### config.mk
export PLATFORM = sky130hd
export DESIGN_NAME = ddr_capture_ctrl
export DESIGN_NICKNAME = d
export VERILOG_FILES = /design/src/rtl/ddr_capture_pkg.sv /design/src/rtl/ddr_capture_ctrl.sv
export SDC_FILE = /design/constraint.sdc
export NUM_CORES = 1
export LEC_CHECK = 0
export CAP_MARGIN = 20
export CORE_MARGIN = 10
export CORE_UTILIZATION = 28
export DETAILED_ROUTE_END_ITERATION = 8
export PLACE_DENSITY_LB_ADDON = 0.12
export SLEW_MARGIN = 20
export SYNTH_ARGS = -nofsm -noshare
export SYNTH_HDL_FRONTEND = slang
export SYNTH_SLANG_ARGS = --single-unit
### constraint.sdc
create_clock -name clk_i -period 9.9 [get_ports clk_i]
set_input_delay 2.97 -clock clk_i [delete_from_list [all_inputs] [get_ports clk_i]]
set_output_delay 2.97 -clock clk_i [all_outputs]
set_load 0.01 [all_outputs]
### src/rtl/ddr_capture_pkg.sv
// Shared types and default sizing for the DDR sample capture controller.
package ddr_capture_pkg;

  localparam int ADDR_WIDTH_DEF = 6;
  localparam int DATA_WIDTH_DEF = 64;

  typedef enum logic [1:0] {
    ST_IDLE     = 2'd0,
    ST_PRETRIG  = 2'd1,
    ST_POSTTRIG = 2'd2,
    ST_DONE     = 2'd3
  } cap_state_e;

endpackage

### src/rtl/ddr_capture_ctrl.sv
// Circular pre/post-trigger sample capture controller driving an external RAM write port.
module ddr_capture_ctrl
  import ddr_capture_pkg::*;
#(
  parameter int g_addr_width = ADDR_WIDTH_DEF,
  parameter int g_data_width = DATA_WIDTH_DEF
) (
  input  logic                    clk_i,
  input  logic                    rst_i,
  input  logic                    arm_i,
  input  logic                    abort_i,
  input  logic                    trig_i,
  input  logic [g_addr_width-1:0] post_cnt_i,
  input  logic                    sample_valid_i,
  input  logic [g_data_width-1:0] sample_dat_i,
  output logic [g_addr_width-1:0] ram_adr_o,
  output logic                    ram_we_o,
  output logic [g_data_width-1:0] ram_dat_o,
  output logic                    busy_o,
  output logic                    done_o,
  output logic                    done_p_o,
  output logic                    wrapped_o,
  output logic [g_addr_width-1:0] trig_adr_o
);

  localparam logic [g_addr_width-1:0] PTR_MAX = '1;
  localparam logic [g_addr_width-1:0] PTR_ONE = 1;
  localparam logic [g_addr_width:0]   REM_ONE = 1;

  cap_state_e              state_q, state_d;
  logic [g_addr_width-1:0] wr_ptr_q, wr_ptr_d;
  logic [g_addr_width-1:0] post_cnt_q, post_cnt_d;
  logic [g_addr_width-1:0] trig_adr_q, trig_adr_d;
  logic [g_addr_width-1:0] ram_adr_q, ram_adr_d;
  logic [g_data_width-1:0] ram_dat_q, ram_dat_d;
  // One extra bit: a trigger without a sample needs post_cnt + 1 more samples.
  logic [g_addr_width:0]   remaining_q, remaining_d;
  logic [g_addr_width:0]   trig_rem;
  logic                    ram_we_q, ram_we_d;
  logic                    wrapped_q, wrapped_d;
  logic                    done_q, done_d;
  logic                    done_p_q, done_p_d;
  logic                    capturing;
  logic                    accept;

  always_comb begin
    state_d     = state_q;
    wr_ptr_d    = wr_ptr_q;
    post_cnt_d  = post_cnt_q;
    trig_adr_d  = trig_adr_q;
    ram_adr_d   = ram_adr_q;
    ram_dat_d   = ram_dat_q;
    remaining_d = remaining_q;
    ram_we_d    = 1'b0;
    wrapped_d   = wrapped_q;
    done_d      = done_q;
    done_p_d    = 1'b0;

    capturing = (state_q == ST_PRETRIG) || (state_q == ST_POSTTRIG);
    accept    = capturing && sample_valid_i && !abort_i;
    trig_rem  = {1'b0, post_cnt_q} + {{g_addr_width{1'b0}}, ~accept};

    if (accept) begin
      ram_we_d  = 1'b1;
      ram_adr_d = wr_ptr_q;
      ram_dat_d = sample_dat_i;
      wr_ptr_d  = wr_ptr_q + PTR_ONE;
      if (wr_ptr_q == PTR_MAX) wrapped_d = 1'b1;
    end

    if (abort_i) begin
      state_d     = ST_IDLE;
      wrapped_d   = 1'b0;
      done_d      = 1'b0;
      remaining_d = '0;
    end else begin
      case (state_q)
        ST_IDLE, ST_DONE: begin
          if (arm_i) begin
            state_d     = ST_PRETRIG;
            wr_ptr_d    = '0;
            wrapped_d   = 1'b0;
            trig_adr_d  = '0;
            done_d      = 1'b0;
            post_cnt_d  = post_cnt_i;
            remaining_d = '0;
          end
        end
        ST_PRETRIG: begin
          if (trig_i) begin
            trig_adr_d = wr_ptr_q;
            if (trig_rem == '0) begin
              state_d     = ST_DONE;
              done_d      = 1'b1;
              done_p_d    = 1'b1;
              remaining_d = '0;
            end else begin
              state_d     = ST_POSTTRIG;
              remaining_d = trig_rem;
            end
          end
        end
        ST_POSTTRIG: begin
          if (accept) begin
            remaining_d = remaining_q - REM_ONE;
            if (remaining_q == REM_ONE) begin
              state_d  = ST_DONE;
              done_d   = 1'b1;
              done_p_d = 1'b1;
            end
          end
        end
        default: state_d = ST_IDLE;
      endcase
    end
  end

  always_ff @(posedge clk_i or posedge rst_i) begin
    if (rst_i) begin
      state_q     <= ST_IDLE;
      wr_ptr_q    <= '0;
      post_cnt_q  <= '0;
      trig_adr_q  <= '0;
      ram_adr_q   <= '0;
      ram_dat_q   <= '0;
      remaining_q <= '0;
      ram_we_q    <= 1'b0;
      wrapped_q   <= 1'b0;
      done_q      <= 1'b0;
      done_p_q    <= 1'b0;
    end else begin
      state_q     <= state_d;
      wr_ptr_q    <= wr_ptr_d;
      post_cnt_q  <= post_cnt_d;
      trig_adr_q  <= trig_adr_d;
      ram_adr_q   <= ram_adr_d;
      ram_dat_q   <= ram_dat_d;
      remaining_q <= remaining_d;
      ram_we_q    <= ram_we_d;
      wrapped_q   <= wrapped_d;
      done_q      <= done_d;
      done_p_q    <= done_p_d;
    end
  end

  assign ram_adr_o  = ram_adr_q;
  assign ram_we_o   = ram_we_q;
  assign ram_dat_o  = ram_dat_q;
  assign busy_o     = (state_q == ST_PRETRIG) || (state_q == ST_POSTTRIG);
  assign done_o     = done_q;
  assign done_p_o   = done_p_q;
  assign wrapped_o  = wrapped_q;
  assign trig_adr_o = trig_adr_q;

endmodule
==> results of run 1 <==
per-stage QoR:
stage / std cells / cell area (µm²) / worst slack, ns
2_1_floorplan: 468 / 4342 / 4.283
3_3_place_gp: 794 / 6073 / 3.685
3_5_place_dp: 794 / 6073 / 3.565
4_1_cts: 810 / 6422 / 3.902
5_1_grt: 810 / 6422 / 3.575
6_report: 810 / 6422 / 3.942
worst paths after layout:
path	start	endpoint	slack, ns
min in group asynchronous	rst_i	ram_dat_o[33]	3.04
max	abort_i	state_q[0]	3.94
max in group asynchronous	rst_i	ram_dat_o[48]	5.69
min	ram_dat_o[61]	ram_dat_o[61]	0.47
min reg2reg	ram_dat_o[61]	ram_dat_o[61]	0.47
max reg2reg	state_q[0]	state_q[0]	6.29
power by group through the flow:
stage | registers, mW | clock network, mW | logic (mW)
2_1_floorplan | 0.706 | 0 | 0.356
3_3_place_gp | 0.658 | 0 | 0.788
3_5_place_dp | 0.663 | 0 | 0.797
4_1_cts | 0.659 | 0.429 | 0.800
5_1_grt | 0.681 | 0.447 | 0.872
6_report | 0.656 | 0.411 | 0.780
registers in the layout, summed over array words and instances (netlist names):
name,flops
remaining_q,7
post_cnt_q,6
ram_adr_o,6
ram_we_o,1
state_q,2
wr_ptr_q,6
ram_dat_o,64
wrapped_o,1
done_p_o,1
done_o,1
trig_adr_o,6
layout by cell type (no fill, tap or decap), types with 8 or more instances in the layout:
master,synthesis,routed
nand2_1,219,219
clkdlybuf4s50_1,0,156
dfrtp_1,101,101
inv_1,15,14
nor2_1,11,11
nand3_1,9,9
clkbuf_16,0,9
o21ai_1,8,8
worst max-delay path, cell delays in order:
cell and delay (ns):
clkdlybuf4s50_1 0.62, nor3_4 0.19, buf_4 0.63, inv_2 0.07, ha_1 0.23, ha_1 0.32, nor4_1 0.34, o32a_1 0.32
a2111oi_0 0.13, a211oi_1 0.28
cells by family after synthesis:
family          after synthesis  share of synthesized area (%)
simple gates                262                          24.67
flops                       101                          58.21
buf+inv                      41                          4.121
compound gates               36                          6.225
xor+xnor                     13                          2.622
mux                           8                          2.132
fa+ha+maj                     7                          2.017
routing by layer:
metal  part of all wire [%]  track usage (%)  wire, µm
met4                    1.4            3.723       181
met3                     11            7.511      1409
met5                      0                0         0
met1                     39            13.93      4909
met2                     49            20.22      6241
final cells by class:
class / instances / area share, %
Sequential cell: 101 / 39.35
Inverter: 18 / 1.091
Clock inverter: 5 / 1.656
Tap cell: 188 / 3.663
Timing Repair Buffer: 161 / 24.90
Clock buffer: 11 / 3.779
Multi-Input combinational cell: 326 / 25.56
==> flow_summary.yaml, run 1 <==
critical_path:
  crit_arrival_ns: 6.21
  worstSetupPathType: "primary input to flop"
  cp-end-kind: "flop"
  path_max_fanout: 77
  worstSetupStartpointType: "primary input"
  cp_data_required_time_ns: 10.15
  r2r_cells: 11
cts:
  htreeDepth: 3
  clock-sinks: 101
  cts_resized: 0
  cts_setup_buffers: 0
  cts-root-buf: "clkbuf_16"
  cts_made_buffers: 9
  cts_tree: "done"
  clock_path_buffers: 2
  clk_pin_slew_ns: 0.07
  clk_latency_ns: 0.35
  postCtsHoldBufs: 0
synth:
  synth_flop_cell: "dfrtp_1"
  synth.top_cell.area_share_pct: 58.21
  syn_nets: 551
  ys_warn_count: 0
  synthTopCellsByArea: "dfrtp_1 (58%), nand2_1 (19%), ha_1 (2.0%), mux2_1 (1.6%), o2bb2ai_1 (1.4%)"
  async_flop_share_pct: 100.0
  synth_cell_types: 44
  syn_inst: 468
  synth_top_area_cell: "dfrtp_1"
  syn-mean-instance-area_um2: 9.277
  yosysSeqAreaShare_pct: 58.21
  synth.most_common_cell: "nand2_1"
  ys_ff_latch: 101
  synth_enable_flop_cells: 0
  ys_top_cells_by_count: "nand2_1 (219), dfrtp_1 (101), inv_1 (15)"
  synthesis.area_um2: 4342
placed_design:
  hpwl_mm: 9.147
  portBuffers: 156
  place_congestion: 0.7747
floorplanning:
  std_cell_rows: 45
  die_w_um: 144.5
  dieArea_um2: 20890
  die_h_um: 144.5
  start_util_pct: 28.56
  pin_count: 157
  core_area_um2: 15200
layout:
  ff_latch_area_um2: 2527
  nets: 700
  fillers: 1517
  multiInputGateArea_um2: 1642
  area_delta_synth_final_pct: 47.93
  drive_gt1_share_pct: 5.788
  fin_util_pct: 42.25
  diodes: 0
pwr:
  p_comb_share_pct: 42.2
  clockPowerShare_pct: 22.2
  power_per_cell_area_nw_per_um2: 287.5
  p_leak_nw: 2.999
  p_int_mw: 1.209
  ir_drop_mv: 0.1162
  p_switching_mw: 0.6377
  p_seq_share_pct: 35.5
  power_mw: 1.847
  p_sw_share_pct: 34.53
flow_run:
  maxCapViolations: 0
timing:
  fin_hold_ws_ns: 0.4744
  skew_ns: 0.005898
  tightest_slew_ns: 0.8359
  finalSetupViolations: 0
  layout_worst_path_cycle_share_pct: 60.19
  fmax_mhz: 167.8
  rsz0062_at_grt: "no"
  finalHoldViolCount: 0
  drv_slew: 0
  slew_headroom_pct: 44.28
  setup_tns_ns: 0
  min_period_ns: 5.958
detailed_routing:
  drcViolationCount: 0
  viasPerCell: 4.399
  drtAntennaViolNets: 0
  drt_iter0_drc: 210
  wl_mm: 12.74
  first_pass_iters: 4
  routedWlPerCell_um: 15.73
  vias: 3563
global_route:
  grt_start_max_net_pins: 78
  grt_pass1_vias: 3850
  antenna_found_initial: 0
  grt_pass1_wl_mm: 20.62
  track_usage_pct: 12.68
  grt_overflow: 0
min_path:
  hold_class: "flop to flop"
  hold_depth: 2
status:
  status: "finished, final reports clean"
No activity file was read; power rests on OpenSTA's default activity.
==> run 2: changes to the inputs <==
Clock period 9.9 ns to 4.9 ns, I/O delays scaled along.
==> run 2 against run 1 <==
Against the previous run: worst setup slack lost 2.9 ns; cell area fell by 0.51%; non-clock buffer count unchanged; clock-buffer cell count decreased by 1; power up 99%; via count grew 0.42%; die area is the same; cell count shrank 0.12%; sequential power is 100% higher; hold slack lost 0.0033 ns; critical endpoint unchanged; largest cell class unchanged; largest power group unchanged.
==> flow_summary.yaml, run 2 (synthesized netlist as in run 1, its figures left out) <==
floorplanning:
  dieArea_um2: 20890
  die_w_um: 144.5
  core_area_um2: 15200
  start_util_pct: 28.56
  die_h_um: 144.5
  pin_count: 157
  std_cell_rows: 45
layout:
  fin_util_pct: 42.03
  nets: 700
  diodes: 0
  layout_commonest_cell: "nand2_1"
  mostFrequentLayoutCells: "nand2_1 (219), clkdlybuf4s50_1 (156), dfrtp_1 (101)"
  fin_area_um2: 6390
  final_cell_count_no_fill: 809
  drive_gt1_share_pct: 5.636
  area_delta_synth_final_pct: 47.18
  fillers: 1490
  largest_reg_flops: 64
critical_path:
  crit_slowest_cell: "clkdlybuf4s50_1"
  path_max_fanout: 10
  worstSetupPathType: "primary input to flop"
  r2r_cells: 10
  worstSetupStartpointType: "primary input"
  r2r-end: "state_q[0]"
  r2r_slack_ns: 1.94
  max_stage_delay_ns: 0.73
  crit_arrival_ns: 4.06
  crit_top_cell: "ha_1"
  cp-end-kind: "flop"
  cp_data_required_time_ns: 5.11
  crit_chain: "clkdlybuf4s50_1 > nor3_4 > inv_2 > ha_1 > ha_1 > nand2b_1 > nor4_1 > o32a_1 > a2111oi_0 > a211oi_1"
  reg2reg_from: "state_q[1]"
pwr:
  p_seq_share_pct: 36.1
  p_switching_mw: 1.306
  clockPowerShare_pct: 20.9
  ir_drop_mv: 0.2840
  p_leak_nw: 2.982
  p_sw_share_pct: 35.48
  p_int_mw: 2.375
  p_comb_share_pct: 43.0
  power_per_cell_area_nw_per_um2: 576.0
timing:
  skew_ns: 0.01236
  min_period_ns: 3.850
  fmax_mhz: 259.7
  finalSetupViolations: 0
  setup_tns_ns: 0
  layout_worst_path_cycle_share_pct: 78.57
  slew_headroom_pct: 44.51
  tightest_slew_ns: 0.8323
  setup_ws_ns: 1.050
  drv_slew: 0
  finalHoldViolCount: 0
  rsz0062_at_grt: "no"
detailed_routing:
  vias: 3578
  drt_iter0_drc: 198
  first_pass_iters: 4
  wl_mm: 12.90
  drcViolationCount: 0
  drtAntennaViolNets: 0
  viasPerCell: 4.423
  routedWlPerCell_um: 15.94
min_path:
  hold_depth: 2
  worstHoldStart: "ram_dat_o[50]"
  hold_class: "flop to flop"
  holdPathEnd: "ram_dat_o[50]"
cts:
  cts_setup_buffers: 0
  clk_latency_ns: 0.35
  clk_pin_slew_ns: 0.06
  cts-root-buf: "clkbuf_16"
  cts_resized: 0
  cts_tree: "done"
  htreeDepth: 3
  clock_path_buffers: 2
  cts_made_buffers: 9
  clock-sinks: 101
  postCtsHoldBufs: 0
placed_design:
  portBuffers: 156
  hpwl_mm: 9.100
  placed_area_um2: 6073
  post-place-ws_ns: 0.7496
  dpl.cell_count: 794
  place_congestion: 0.7984
global_route:
  track_usage_pct: 12.43
  antenna_found_initial: 0
  grt_overflow: 0
  grt_pass1_wl_mm: 20.22
  grt_pass1_vias: 3735
  grt_start_max_net_pins: 83
status:
  status: "finished, final reports clean"
flow_run:
  maxCapViolations: 0
## run 2: cell types whose count changed in the layout (fill, tap and decap cells not counted), sizes merged
cell,previous run,this run
clkinv,0,1
clkbuf,11,10
bufinv,3,2
## run 2: area by class of cell
cell class                      instances  area, µm²  area share (%)
Multi-Input combinational cell        326       1642           25.69
Sequential cell                       101       2527           39.55
Clock inverter                          5      85.08           1.332
Inverter                               18      72.57           1.136
Timing Repair Buffer                  161       1599           25.02
Clock buffer                           10      229.0           3.583
Tap cell                              188      235.2           3.681
## run 2: power groups by stage
stage	clock network [mW]	logic, mW	registers [mW]
after detailed placement	0	1.61	1.34
after global routing	0.835	1.75	1.38
after CTS	0.803	1.62	1.34
after global placement	0	1.60	1.33
final	0.770	1.58	1.33
after floorplan	0	0.719	1.43
## run 2: how the worst max path moves through the flow
| stage | from | slack [ns] | endpoint | cells after the start |
|---|---|---|---|---|
| after floorplan | rst_i | 0.78 | done_o | 1 |
| after global placement | abort_i | 0.90 | state_q[0] | 10 |
| after detailed placement | abort_i | 0.75 | state_q[0] | 10 |
| after CTS | abort_i | 1.11 | state_q[0] | 10 |
| after global routing | abort_i | 0.92 | state_q[0] | 10 |
| final | abort_i | 1.05 | state_q[0] | 10 |
## run 2: worst max-delay path, delay by kind of cell
kind	cells	cell delay, ns
fa+ha+maj	2	0.49
simple gates	3	0.24
buf+inv	2	0.80
compound gates	3	1.05
## run 2: metrics by stage
stage	hold WS, ns	total power, mW
3_5_place_dp	0.4620	2.956
2_1_floorplan	0.4649	2.145
6_report	0.4711	3.681
5_1_grt	0.4960	3.957
3_3_place_gp	0.4573	2.927
4_1_cts	0.4793	3.758
## run 2: routing by layer
layer	global-route usage (%)	wire [µm]	part of all wire, %	up-vias
met4	3.617	169	1.3	0
met5	0	0	0	-
met2	19.67	6277	49	99
met3	7.478	1378	11	14
li1	-	-	-	1775
met1	13.71	5072	39	1690
